[config.mk]
export PLATFORM = sky130hd
export DESIGN_NAME = face_select_ctrl
export DESIGN_NICKNAME = d
export VERILOG_FILES = /design/src/rtl/face_select_ctrl.sv
export SDC_FILE = /design/constraint.sdc
export NUM_CORES = 1
export LEC_CHECK = 0
export BUFFER_PORTS_ARGS = -buffer_cell sky130_fd_sc_hd__buf_2
export CAP_MARGIN = 30
export CELL_PAD_IN_SITES_DETAIL_PLACEMENT = 0
export CELL_PAD_IN_SITES_GLOBAL_PLACEMENT = 2
export CORE_MARGIN = 1.5
export CORE_UTILIZATION = 39
export DETAILED_ROUTE_END_ITERATION = 6
export PLACE_DENSITY_LB_ADDON = 0.1
export SYNTH_ARGS = -nofsm -noshare
export SYNTH_HDL_FRONTEND = slang
export SYNTH_SLANG_ARGS = --single-unit
[constraint.sdc]
create_clock -name clk_clk -period 2.8 [get_ports clk_clk]
set_input_delay 0.42 -clock clk_clk [delete_from_list [all_inputs] [get_ports clk_clk]]
set_output_delay 0.42 -clock clk_clk [all_outputs]
set_load 0.05 [all_outputs]
[src/rtl/face_select_ctrl.sv]
// face_select_ctrl: synchronises and debounces the face switches and applies the face code only at a VGA frame start.
// Define FACE_AUTO_CYCLE_EN to build the auto-cycle mode (sw_auto path, mode FSM and frame counter).

module face_select_debounce #(
    parameter int WIDTH  = 1,
    parameter int CYCLES = 2
) (
    input  logic             clk,
    input  logic             rst_n,
    input  logic [WIDTH-1:0] i_raw,
    output logic [WIDTH-1:0] o_stable
);
    localparam int CW = $clog2(CYCLES);
    localparam logic [CW-1:0] CNT_LAST = CW'(CYCLES - 1);

    logic [WIDTH-1:0] r_sync1;
    logic [WIDTH-1:0] r_sync2;
    logic [WIDTH-1:0] r_prev;
    logic [WIDTH-1:0] r_stable;
    logic [CW-1:0]    r_cnt;

    // NOTE: every register here uses <= so all flops sample pre-edge values, like the hardware does.
    always_ff @(posedge clk or negedge rst_n) begin
        if (!rst_n) begin
            r_sync1  <= '0;
            r_sync2  <= '0;
            r_prev   <= '0;
            r_stable <= '0;
            r_cnt    <= '0;
        end else begin
            r_sync1 <= i_raw;
            r_sync2 <= r_sync1;
            r_prev  <= r_sync2;
            if (r_sync2 == r_stable || r_sync2 != r_prev) begin
                r_cnt <= '0;
            end else if (r_cnt == CNT_LAST) begin
                r_stable <= r_sync2;
                r_cnt    <= '0;
            end else begin
                r_cnt <= r_cnt + 1'b1;
            end
        end
    end

    assign o_stable = r_stable;
endmodule

module face_select_ctrl #(
    parameter int DEBOUNCE_CYCLES = 1000000,
    parameter int CYCLE_FRAMES    = 120
) (
    input  logic       clk_clk,
    input  logic       reset_reset_n,
    input  logic [1:0] sw_face,
    input  logic       sw_auto,
    input  logic       vga_vs,
    output logic [1:0] face_select,
    output logic       face_changed
);
    logic [1:0] w_face_stable;
    logic       r_vs_sync1;
    logic       r_vs_sync2;
    logic       r_vs_prev;
    logic       r_frame_start;
    logic [1:0] r_face_select;
    logic       r_face_changed;

    face_select_debounce #(
        .WIDTH  (2),
        .CYCLES (DEBOUNCE_CYCLES)
    ) u_face_db (
        .clk      (clk_clk),
        .rst_n    (reset_reset_n),
        .i_raw    (sw_face),
        .o_stable (w_face_stable)
    );

    // vga_vs idles high, so its synchroniser resets to 1 to avoid a false frame start.
    always_ff @(posedge clk_clk or negedge reset_reset_n) begin
        if (!reset_reset_n) begin
            r_vs_sync1    <= 1'b1;
            r_vs_sync2    <= 1'b1;
            r_vs_prev     <= 1'b1;
            r_frame_start <= 1'b0;
        end else begin
            r_vs_sync1    <= vga_vs;
            r_vs_sync2    <= r_vs_sync1;
            r_vs_prev     <= r_vs_sync2;
            r_frame_start <= r_vs_prev & ~r_vs_sync2;
        end
    end

`ifdef FACE_AUTO_CYCLE_EN
    localparam int FW = (CYCLE_FRAMES > 1) ? $clog2(CYCLE_FRAMES) : 1;
    localparam logic [FW-1:0] FRAME_LAST = FW'(CYCLE_FRAMES - 1);

    typedef enum logic {
        MANUAL = 1'b0,
        AUTO   = 1'b1
    } mode_e;

    logic          w_auto_stable;
    mode_e         r_state;
    logic [FW-1:0] r_frame_cnt;

    face_select_debounce #(
        .WIDTH  (1),
        .CYCLES (DEBOUNCE_CYCLES)
    ) u_auto_db (
        .clk      (clk_clk),
        .rst_n    (reset_reset_n),
        .i_raw    (sw_auto),
        .o_stable (w_auto_stable)
    );

    // The frame-start update looks at r_state before this edge's mode transition.
    always_ff @(posedge clk_clk or negedge reset_reset_n) begin
        if (!reset_reset_n) begin
            r_state        <= MANUAL;
            r_frame_cnt    <= '0;
            r_face_select  <= 2'd0;
            r_face_changed <= 1'b0;
        end else begin
            r_face_changed <= 1'b0;
            if (r_frame_start) begin
                if (r_state == AUTO) begin
                    if (r_frame_cnt == FRAME_LAST) begin
                        r_frame_cnt    <= '0;
                        r_face_select  <= r_face_select + 2'd1;
                        r_face_changed <= 1'b1;
                    end else begin
                        r_frame_cnt <= r_frame_cnt + 1'b1;
                    end
                end else begin
                    r_face_select  <= w_face_stable;
                    r_face_changed <= (w_face_stable != r_face_select);
                end
            end
            case (r_state)
                MANUAL: begin
                    if (w_auto_stable) begin
                        r_state     <= AUTO;
                        r_frame_cnt <= '0;
                    end
                end
                AUTO: begin
                    if (!w_auto_stable) begin
                        r_state <= MANUAL;
                    end
                end
                default: r_state <= MANUAL;
            endcase
        end
    end
`else
    logic w_unused;
    assign w_unused = sw_auto ^ (CYCLE_FRAMES > 1);

    always_ff @(posedge clk_clk or negedge reset_reset_n) begin
        if (!reset_reset_n) begin
            r_face_select  <= 2'd0;
            r_face_changed <= 1'b0;
        end else begin
            r_face_changed <= 1'b0;
            if (r_frame_start) begin
                r_face_select  <= w_face_stable;
                r_face_changed <= (w_face_stable != r_face_select);
            end
        end
    end
`endif

    assign face_select  = r_face_select;
    assign face_changed = r_face_changed;
endmodule
After elaboration in Yosys (flattened, before gate mapping) --
Cells that the tools add are included.
Word-level totals: register bits 35, latch bits 0, bits in writable memories 0, memory bits (read-only) 0, input bits 6, output and inout bits 3, word-level logic and storage cells 24, memories kept 0
Operators by class: $add $sub $neg 1, $mul 0, div/mod/pow operators 0, $lt $le $gt $ge 0, equality and inequality tests 4, shifts and indexed selects 0, muxes and demuxes 3, bitwise logic cells 3, reduce and logical (&&, ||, !) cells 2
Operators with widths (number):
- $mux W20 | 2
- $add A20 B1 Y20 const B | 1
- $eq A20 B20 Y1 const B | 1
- $ne A2 B2 Y1 | 2
- $eq A2 B2 Y1 | 1
- $not A1 Y1 | 2
- $reduce_and A2 Y1 | 1
- $and A1 B1 Y1 | 1
- $logic_or A1 B1 Y1 | 1
- $mux W1 | 1

Logic depth before layout (Yosys ltp) --
Gate-level depths: netlist of the first run.
word-level depth 4, gate-level depth with buffers 6, mapped depth without buffers 5

Hierarchy --
Synthesis of the first run repeated with hierarchy kept, for this count alone.
Second synthesis, totals: cells, all modules 134, area total of the unflattened synthesis 1520.2 µm²
Modules (own cells, without submodules):
- face_select_debounce | instances 1, cells an instance 121, area an instance 1287.5 µm², sequential area each 700.7 µm²
- face_select_ctrl | instances 1, cells an instance 13, area an instance 232.7 µm², sequential area each 178.9 µm²

Worst setup path before layout of the first run --
No wires, ideal clock.
kind register -> register, start register u_face_db.r_cnt[0], end register u_face_db.r_stable[0] (netlist: u_face_db.o_stable[0]), setup time 0.127 ns, data arrival time 1.866 ns, data required time 2.673 ns, setup slack 0.807 ns, stages on the path, launching flop included 6, buffers on the path 0, clock period less this slack 1.993 ns, cells stage by stage dfrtp_1 > ha_1 > nand2_2 > or4_1 > or3b_1 > mux2_1
Between the ends: longest elaborated chain between the ends 2
RTL lines:
- start, declared | RTL line 20 | logic [CW-1:0] r_cnt;
- start signal, assigned | RTL line 40 | r_cnt <= r_cnt + 1'b1;
- $eq A20 B20 Y1 | RTL line 36 | end else if (r_cnt == CNT_LAST) begin
- $reduce_and A2 Y1 (no line)
- end signal, assigned | RTL line 37 | r_stable <= r_sync2;
- end, declared | RTL line 19 | logic [WIDTH-1:0] r_stable;
Every way passes these cells. A chain may end at the register's enable or synchronous reset.

Worst setup path in the final report of the first run --
start register u_face_db.r_cnt[0], end register u_face_db.r_stable[1] (netlist: u_face_db.o_stable[1])
The elaborated chain is that of the path after synthesis.

==> reports/results.ini, run 1 <==
[outcome]
run_status=finished, final reports clean

[sta]
fmax_mhz=469
hold_viol=0
worst_pin_slew_ns=0.760
max_slew_margin_pct=49.3
drv_slew=0
finalSetupViolCount=0
whs_ns=0.201
finalWorstSetupSlack_ns=0.666
rsz0062_at_grt=false
period_minus_slack_ns=2.13
tns_ns=0
period_share_pct=76.2
fin_skew_ns=0.00492

[drt]
vias=969
postRouteAntennaNets=0
first_pass_iters=4
wl_per_cell_um=13.0
totalWireLength_mm=2.56
route.detailed.drc=0
drt_first_iter_violations=27
viasPerCell=4.92

[global_route]
grt_pass1_wl_mm=4.66
grt_max_degree=36
overflow=0
first_global_vias=1011
grt_usage_pct=14.8
antenna_found_initial=0

[placed_design]
place_inst=189
preCtsSetupSlack_ns=0.663
io_buffers=7
gp_congestion=0.743
dp_hpwl_mm=1.66

[synthesis]
ys_top_cells_by_count=dfrtp_1 (32), nor2_1 (21), xnor2_1 (16), nand3_1 (7), nand4_1 (5)
syn_nets=141
yosysTopAreaCell=dfrtp_1
synth_most_common_cell=dfrtp_1
yosys_warnings=0
synth.distinct_cells=28
ys.flop_type=dfrtp_1
ys_ff_latch=35
syn_inst=134
synth.area.top_cells=dfrtp_1 (54%), xnor2_1 (9.4%), dfstp_2 (5.3%)
yosysSeqAreaShare_pct=58.8
synth.cell_area_um2=1500
synth_edf_count=0
synth.avg_cell_area_um2=11.2
synth_top_area_share_pct=53.6
synth-async-reset-ratio_pct=100

[hold_path]
hold_class=input port to asynchronous set/reset pin

[layout]
nNetsFinal=155
diodes=0
finalNonFillerCells=197
syn2layout_area_growth_pct=13.3
drive_gt1_share_pct=16.8

[clock_tree]
cts_setup_buffers=0
h-tree-depth=2
clk_latency_ns=0.29
cts_root_buffer=clkbuf_8
cts_tree=built
cts_sinks=35
cts_resized=0
clock_path_buffers=2
cts_buffers=5
postCtsHoldBufs=0
clk_pin_slew_ns=0.07

[floorplanning]
die_area_um2=4210
ios=9
die_y_um=64.9
fp-row-count=22
die_w_um=64.9
start_util_pct=40.8
core_area_um2=3660

[power_and_ir_drop]
irDropWorstVdd_mv=0.375
p_leak_nw=0.651
p_per_area_nw_per_um2=547

[setup_path]
r2r-end=u_face_db.o_stable[1]
endpoint=u_face_db.o_stable[1]
crit_required_ns=2.97
crit_start=u_face_db.r_cnt[0]
crit_fanout=4
endpoint_kind=flop
reg2reg_depth=5
arrival_ns=2.30
crit_type=flop to flop
r2r_setup_slack_ns=0.67
rr_startpoint=u_face_db.r_cnt[0]
start_kind=flop

[run]
maxCapViolCount=0

critical path, stage by stage, from the launching register on:
cell     delay, ns
dfrtp_1       0.40
ha_1          0.27
nand2_2       0.08
or4_1         0.54
or3b_1        0.41
mux2_1        0.33
where the power goes:
part	leakage (nW)	internal, mW	switching (mW)	total, mW
registers	0.463	0.516	0.00621	0.522
logic	0.147	0.0106	0.0215	0.0321
clock network	0.0408	0.178	0.194	0.372
cell families after synthesis:
kind of cell    after synthesis  synth area share (%)
mux                           4                  3.01
fa+ha+maj                     1                 0.837
compound gates               11                  4.77
buf+inv                       7                  1.76
simple gates                 56                  19.1
xor+xnor                     20                  11.7
flops                        35                  58.8
sequential cells by signal, summed over array words and instances (netlist names), 2 cells and up:
signal and flops:
u_face_db.r_prev 2, u_face_db.r_cnt 20, u_face_db.r_sync1 2, u_face_db.o_stable 2, u_face_db.r_sync2 2, face_select 2
per-stage QoR:
step                      area (um^2)  power [mW]  util [%]
after floorplan                  1500       0.545         -
after global placement           1600       0.565      43.7
after detailed placement         1600       0.566      43.7
after CTS                        1690       0.942      46.3
after global routing             1690       0.975      46.3
final                            1690       0.926      46.3
per-layer routing:
metal  GRT usage [%]  vias to the layer above  wire [um]
met5               0                        -          0
met4            5.59                        0         47
met3            4.69                        5         83
met2            22.0                       12       1130
met1            20.2                      462       1300
li1                -                      490          -
layout make-up:
| class | instances | area [um^2] |
|---|---|---|
| Tap cell | 48 | 60.1 |
| Clock inverter | 3 | 23.8 |
| Fill cell | 345 | 1970 |
| Sequential cell | 35 | 880 |
| Clock buffer | 5 | 68.8 |
| Timing Repair Buffer | 10 | 57.6 |
| Multi-Input combinational cell | 92 | 589 |
| Inverter | 4 | 15.0 |
worst min path at each step:
| stage | start | to | slack (ns) |
|---|---|---|---|
| floorplan | reset_reset_n | face_changed | 0.12 |
| global placement | u_face_db.r_sync1[1] | u_face_db.r_sync2[1] | 0.33 |
| detailed placement | u_face_db.r_sync1[1] | u_face_db.r_sync2[1] | 0.33 |
| CTS | vga_vs | r_vs_sync1 | 0.21 |
| global route | vga_vs | r_vs_sync1 | 0.20 |
| finish | reset_reset_n | face_select[1] | 0.20 |
cell usage in the layout, fill, tap and decap left out, types with 2 or more instances in the layout:
| cell type | count |
|---|---|
| a21oi_1 | 4 |
| buf_2 | 7 |
| buf_4 | 3 |
| clkbuf_8 | 5 |
| clkinvlp_4 | 2 |
| dfrtp_1 | 32 |
| dfstp_2 | 3 |
| inv_1 | 4 |
| mux2_1 | 2 |
| mux2_2 | 2 |
| nand2_1 | 4 |
| nand3_1 | 7 |
| nand4_1 | 5 |
| nor2_1 | 21 |
| nor3_1 | 4 |
| nor4_1 | 4 |
| o31ai_1 | 3 |
| or3b_1 | 2 |
| or4_1 | 4 |
| xnor2_1 | 16 |
| xor2_1 | 4 |
Power figures use the tool's default switching activity.
==> inputs of run 2 (changes only) <==
CORE_UTILIZATION = 35   (was 39)
clock period = 1.8 ns   (was 2.8 ns; I/O delays follow)
==> reports/results.ini, run 2 (same netlist as run 1, synthesis figures left out) <==
[power_and_ir_drop]
irDropWorstVdd_mv=0.491
p_leak_nw=0.769
p_per_area_nw_per_um2=782
p_clk_share_pct=41.0
internal_power_mw=1.14
power_frac_seq_pct=55.1
combPwrFrac_pct=3.9
swShare_pct=22.9
switchingPower_uw=338

[placed_design]
place_inst=211
preCtsSetupSlack_ns=-0.126
io_buffers=7
dp_hpwl_mm=1.96
gp_congestion=0.696

[layout]
largest_reg_flops=20
finalNonFillerCells=219
regMostFlops=u_face_db.r_cnt
diodes=0
drive_gt1_share_pct=30.2
mostFrequentLayoutCell=dfrtp_1
mostFrequentLayoutCells=dfrtp_1 (32), buf_4 (23), nor2_1 (21), xnor2_1 (16)
syn2layout_area_growth_pct=26.1
nNetsFinal=175
final_util_pct=46.5

[global_route]
first_global_vias=1052
met1_usage_pct=19.7
grt_pass1_wl_mm=4.95
busiest_layer=met2
grt_usage_pct=15.0
use_met3_pct=4.93
overflow=0
grt_max_degree=36
antenna_found_initial=0
use_met2_pct=22.0

[sta]
tns_ns=-0.187
finalSetupViolCount=2
finalWorstSetupSlack_ns=-0.0943
worst_pin_slew_ns=0.777
fmax_mhz=528
whs_ns=0.0514
fin_skew_ns=0.00739
period_share_pct=105
max_slew_margin_pct=48.2
rsz0062_at_grt=true
drv_slew=0
hold_viol=0
period_minus_slack_ns=1.89

[drt]
drt_first_iter_violations=40
vias=1047
first_pass_iters=4
route.detailed.drc=0
wl_per_cell_um=12.5
postRouteAntennaNets=0
viasPerCell=4.78
totalWireLength_mm=2.74

[floorplanning]
fp-row-count=23
core_area_um2=4060
die_y_um=68.4
die_area_um2=4670
die_w_um=68.4
start_util_pct=36.8
ios=9

[clock_tree]
clock_path_buffers=2
cts_sinks=35
cts_buffers=5
cts_tree=built
cts_setup_buffers=0
postCtsHoldBufs=0
cts_root_buffer=clkbuf_8
h-tree-depth=2
clk_latency_ns=0.29
clk_pin_slew_ns=0.07

[setup_path]
arrival_ns=2.07
crit_type=flop to flop
start_kind=flop
endpoint_kind=flop
crit_start=u_face_db.r_cnt[15]
crit_fanout=2
crit_required_ns=1.98
rr_startpoint=u_face_db.r_cnt[15]

[outcome]
run_status=finished with violations
violations=setup timing

[hold_path]
hold_class=input port to asynchronous set/reset pin

[run]
maxCapViolCount=0

==> run 2: cell types whose count changed in the layout (fill, tap and decap cells not counted), sizes merged <==
cell | before | now
clkinvlp | 2 | 1
inv | 5 | 4
clkbuf | 5 | 6
buf | 10 | 30
clkinv | 0 | 1
==> run 2: final cells by class <==
cell class	instances	area, um^2
inverters	4	15.0
clock inverters	2	16.3
repair buffers	30	208
fillers	379	2170
multi-input cells	92	622
clock buffers	6	82.6
well taps	50	62.6
flip-flops and latches	35	880
==> run 2: metrics by stage <==
stage	area [um^2]	power (mW)
finish	1890	1.47
global route	1890	1.55
CTS	1880	1.50
detailed placement	1780	0.888
global placement	1780	0.885
floorplan	1520	0.850
==> run 2: final timing paths <==
check | cells after the start | end | slack, ns
min in group clk_clk | 1 | r_vs_sync1 | 0.07
max in group asynchronous | 1 | u_face_db.r_cnt[8] | 1.24
worst max register to register | 4 | u_face_db.o_stable[1] | -0.09
worst min register to register | 0 | u_face_db.r_sync2[1] | 0.35
worst min-delay path | 1 | face_select[0] | 0.05
worst max-delay path | 4 | u_face_db.o_stable[1] | -0.09
==> run 2: what timing repair did <==
item                                    4_1_cts  5_1_grt
pin swaps                                     1        0
resized for setup                             1        1
endpoints found under the setup margin        2        3
==> run 2: critical path, stage by stage, from the launching register on <==
cell and delay (ns):
dfrtp_1 0.37, nand3b_1 0.16, or4_4 0.54, or3b_4 0.40, mux2_4 0.30
==> run 2: power by group through the flow <==
stage          Clock (mW)  Sequential [mW]  Combinational, mW
3_5_place_dp            0            0.828             0.0597
6_report            0.604            0.812             0.0575
3_3_place_gp            0            0.827             0.0579
2_1_floorplan           0            0.827             0.0232
4_1_cts             0.627            0.813             0.0593
5_1_grt             0.665            0.814             0.0678
==> run 2: per-layer routing <==
metal | part of all wire [%] | routed length (um) | vias to the layer above
met5 | 0 | 0 | -
met4 | 2.2 | 61 | 0
met3 | 3.8 | 103 | 6
met2 | 44 | 1200 | 17
met1 | 50 | 1380 | 498
li1 | - | - | 526
==> inputs of run 3 (changes only) <==
ABC_AREA = 1   (was default)
CORE_UTILIZATION = 34   (was 35)
CTS_CLUSTER_DIAMETER = 200   (was default)
==> reports/results.ini, run 3 <==
[sta]
rsz0062_at_grt=false
fin_skew_ns=0.00778
drv_slew=0
fmax_mhz=693
worst_pin_slew_ns=0.446
hold_viol=0
whs_ns=0.00465
tns_ns=0
finalSetupViolCount=0
finalWorstSetupSlack_ns=0.358
period_share_pct=80.1
period_minus_slack_ns=1.44
max_slew_margin_pct=70.3

[setup_path]
start_kind=flop
critPathSlowestCell=dfrtp_1
crit_required_ns=1.98
slowest_delay_ns=0.37
crit_type=flop to flop
cp_cell_sequence=ha_1, nand2_1, nor2_2, nand3_2, nor3b_1, nor2_1
cp_num_buf_inv=0
crit_family=simple AND/OR/NAND/NOR gates
arrival_ns=1.62
crit_fanout=4
endpoint_kind=flop

[synthesis]
synth.distinct_cells=28
ys_top_cells_by_count=nand2_1 (37), nor2_1 (37), dfrtp_1 (32), inv_1 (17), nand3_1 (13)
synth_top_area_share_pct=47.0
ys_ff_latch=35
yosysTopAreaCell=dfrtp_1
syn_inst=189
synth.cell_area_um2=1700
yosysSeqAreaShare_pct=51.7
synth.avg_cell_area_um2=9.01
syn_nets=196
yosys_warnings=0
synth.area.top_cells=dfrtp_1 (47%), nand2_1 (8.2%), nor2_1 (8.2%)
synth-async-reset-ratio_pct=100
synth_edf_count=0
ys.flop_type=dfrtp_1

[clock_tree]
cts_resized=0
clk_pin_slew_ns=0.08
cts_sinks=35
cts_tree=built
cts_root_buffer=clkbuf_8
clock_path_buffers=2
cts_buffers=5
h-tree-depth=2
cts_setup_buffers=0
postCtsHoldBufs=0
clk_latency_ns=0.29

[drt]
route.detailed.drc=0
postRouteAntennaNets=0
drt_first_iter_violations=30
first_pass_iters=4
vias=1192
totalWireLength_mm=3.30
wl_per_cell_um=12.1
viasPerCell=4.38

[layout]
largest_reg_flops=20
seq_area_um2=880
regMostFlops=u_face_db.r_cnt
nNetsFinal=211
syn2layout_area_growth_pct=12.4
mostFrequentLayoutCells=nand2_1 (37), nor2_1 (37), dfrtp_1 (32), inv_1 (17), nand3_1 (13)
diodes=0
multi_input_comb_area_um2=756
drive_gt1_share_pct=19.0
n_fill_cell=510
finalNonFillerCells=272

[global_route]
grt_usage_pct=14.4
first_global_vias=1247
grt_max_degree=36
grt_pass1_wl_mm=5.82
overflow=0
antenna_found_initial=0

[placed_design]
io_buffers=7
dp_hpwl_mm=2.43
gp_congestion=0.792
preCtsSetupSlack_ns=0.353
place_inst=264

[floorplanning]
die_w_um=73.8
ios=9
die_y_um=73.8
die_area_um2=5440
fp-row-count=25
start_util_pct=35.6
core_area_um2=4790

[run]
maxCapViolCount=0

[power_and_ir_drop]
irDropWorstVdd_mv=0.366
power_mw=1.43
p_leak_nw=0.803
p_per_area_nw_per_um2=748

[outcome]
run_status=finished, final reports clean

[hold_path]
hold_class=input port to asynchronous set/reset pin

[run 3: report_power, final]
| group | internal [mW] | total (mW) | switching, mW |
|---|---|---|---|
| registers | 0.803 | 0.812 | 0.00915 |
| logic | 0.0202 | 0.0680 | 0.0478 |
| clock network | 0.270 | 0.552 | 0.282 |
[run 3: cell families after synthesis]
logic type / Yosys count / share of synthesized area [%]
flip-flops: 35 / 51.7
multiplexers: 2 / 1.32
XOR/XNOR: 15 / 7.72
adder cells (fa/ha/maj): 1 / 0.735
AND/OR/NAND/NOR: 111 / 32.1
buffers and inverters: 18 / 3.97
AO/OA/AOI/OAI: 7 / 2.50
[run 3: worst paths after layout]
check | slack, ns | cells after the start | end | from
max in group asynchronous | 1.44 | 2 | r_vs_sync2 | reset_reset_n
hold / removal | 0.005 | 2 | u_face_db.r_cnt[12] | reset_reset_n
setup / recovery | 0.36 | 6 | u_face_db.r_cnt[14] | u_face_db.r_cnt[0]
hold reg to reg | 0.35 | 0 | u_face_db.r_sync2[0] | u_face_db.r_sync1[0]
min in group clk_clk | 0.08 | 1 | r_vs_sync1 | vga_vs
setup reg to reg | 0.36 | 6 | u_face_db.r_cnt[14] | u_face_db.r_cnt[0]
[run 3: metrics by stage]
step	utilization (%)	area (um^2)
after global routing	40.0	1910
final	40.0	1910
after CTS	40.0	1910
after detailed placement	38.2	1830
after global placement	38.2	1830
after floorplan	-	1700
[run 3: area by class of cell]
class                           count  share of cell area, %
Tap cell                           67                   4.38
Multi-Input combinational cell    136                   39.5
Sequential cell                    35                   45.9
Clock inverter                      2                  0.654
Timing Repair Buffer                8                   2.22
Inverter                           18                   3.53
Clock buffer                        6                   3.79
[run 3: layer usage]
| metal | routed length [um] | vias up | track usage [%] |
|---|---|---|---|
| li1 | - | 617 | - |
| met1 | 1610 | 561 | 18.7 |
| met2 | 1580 | 12 | 23.3 |
| met3 | 91 | 2 | 4.12 |
| met4 | 17 | 0 | 4.32 |
| met5 | 0 | - | 0 |
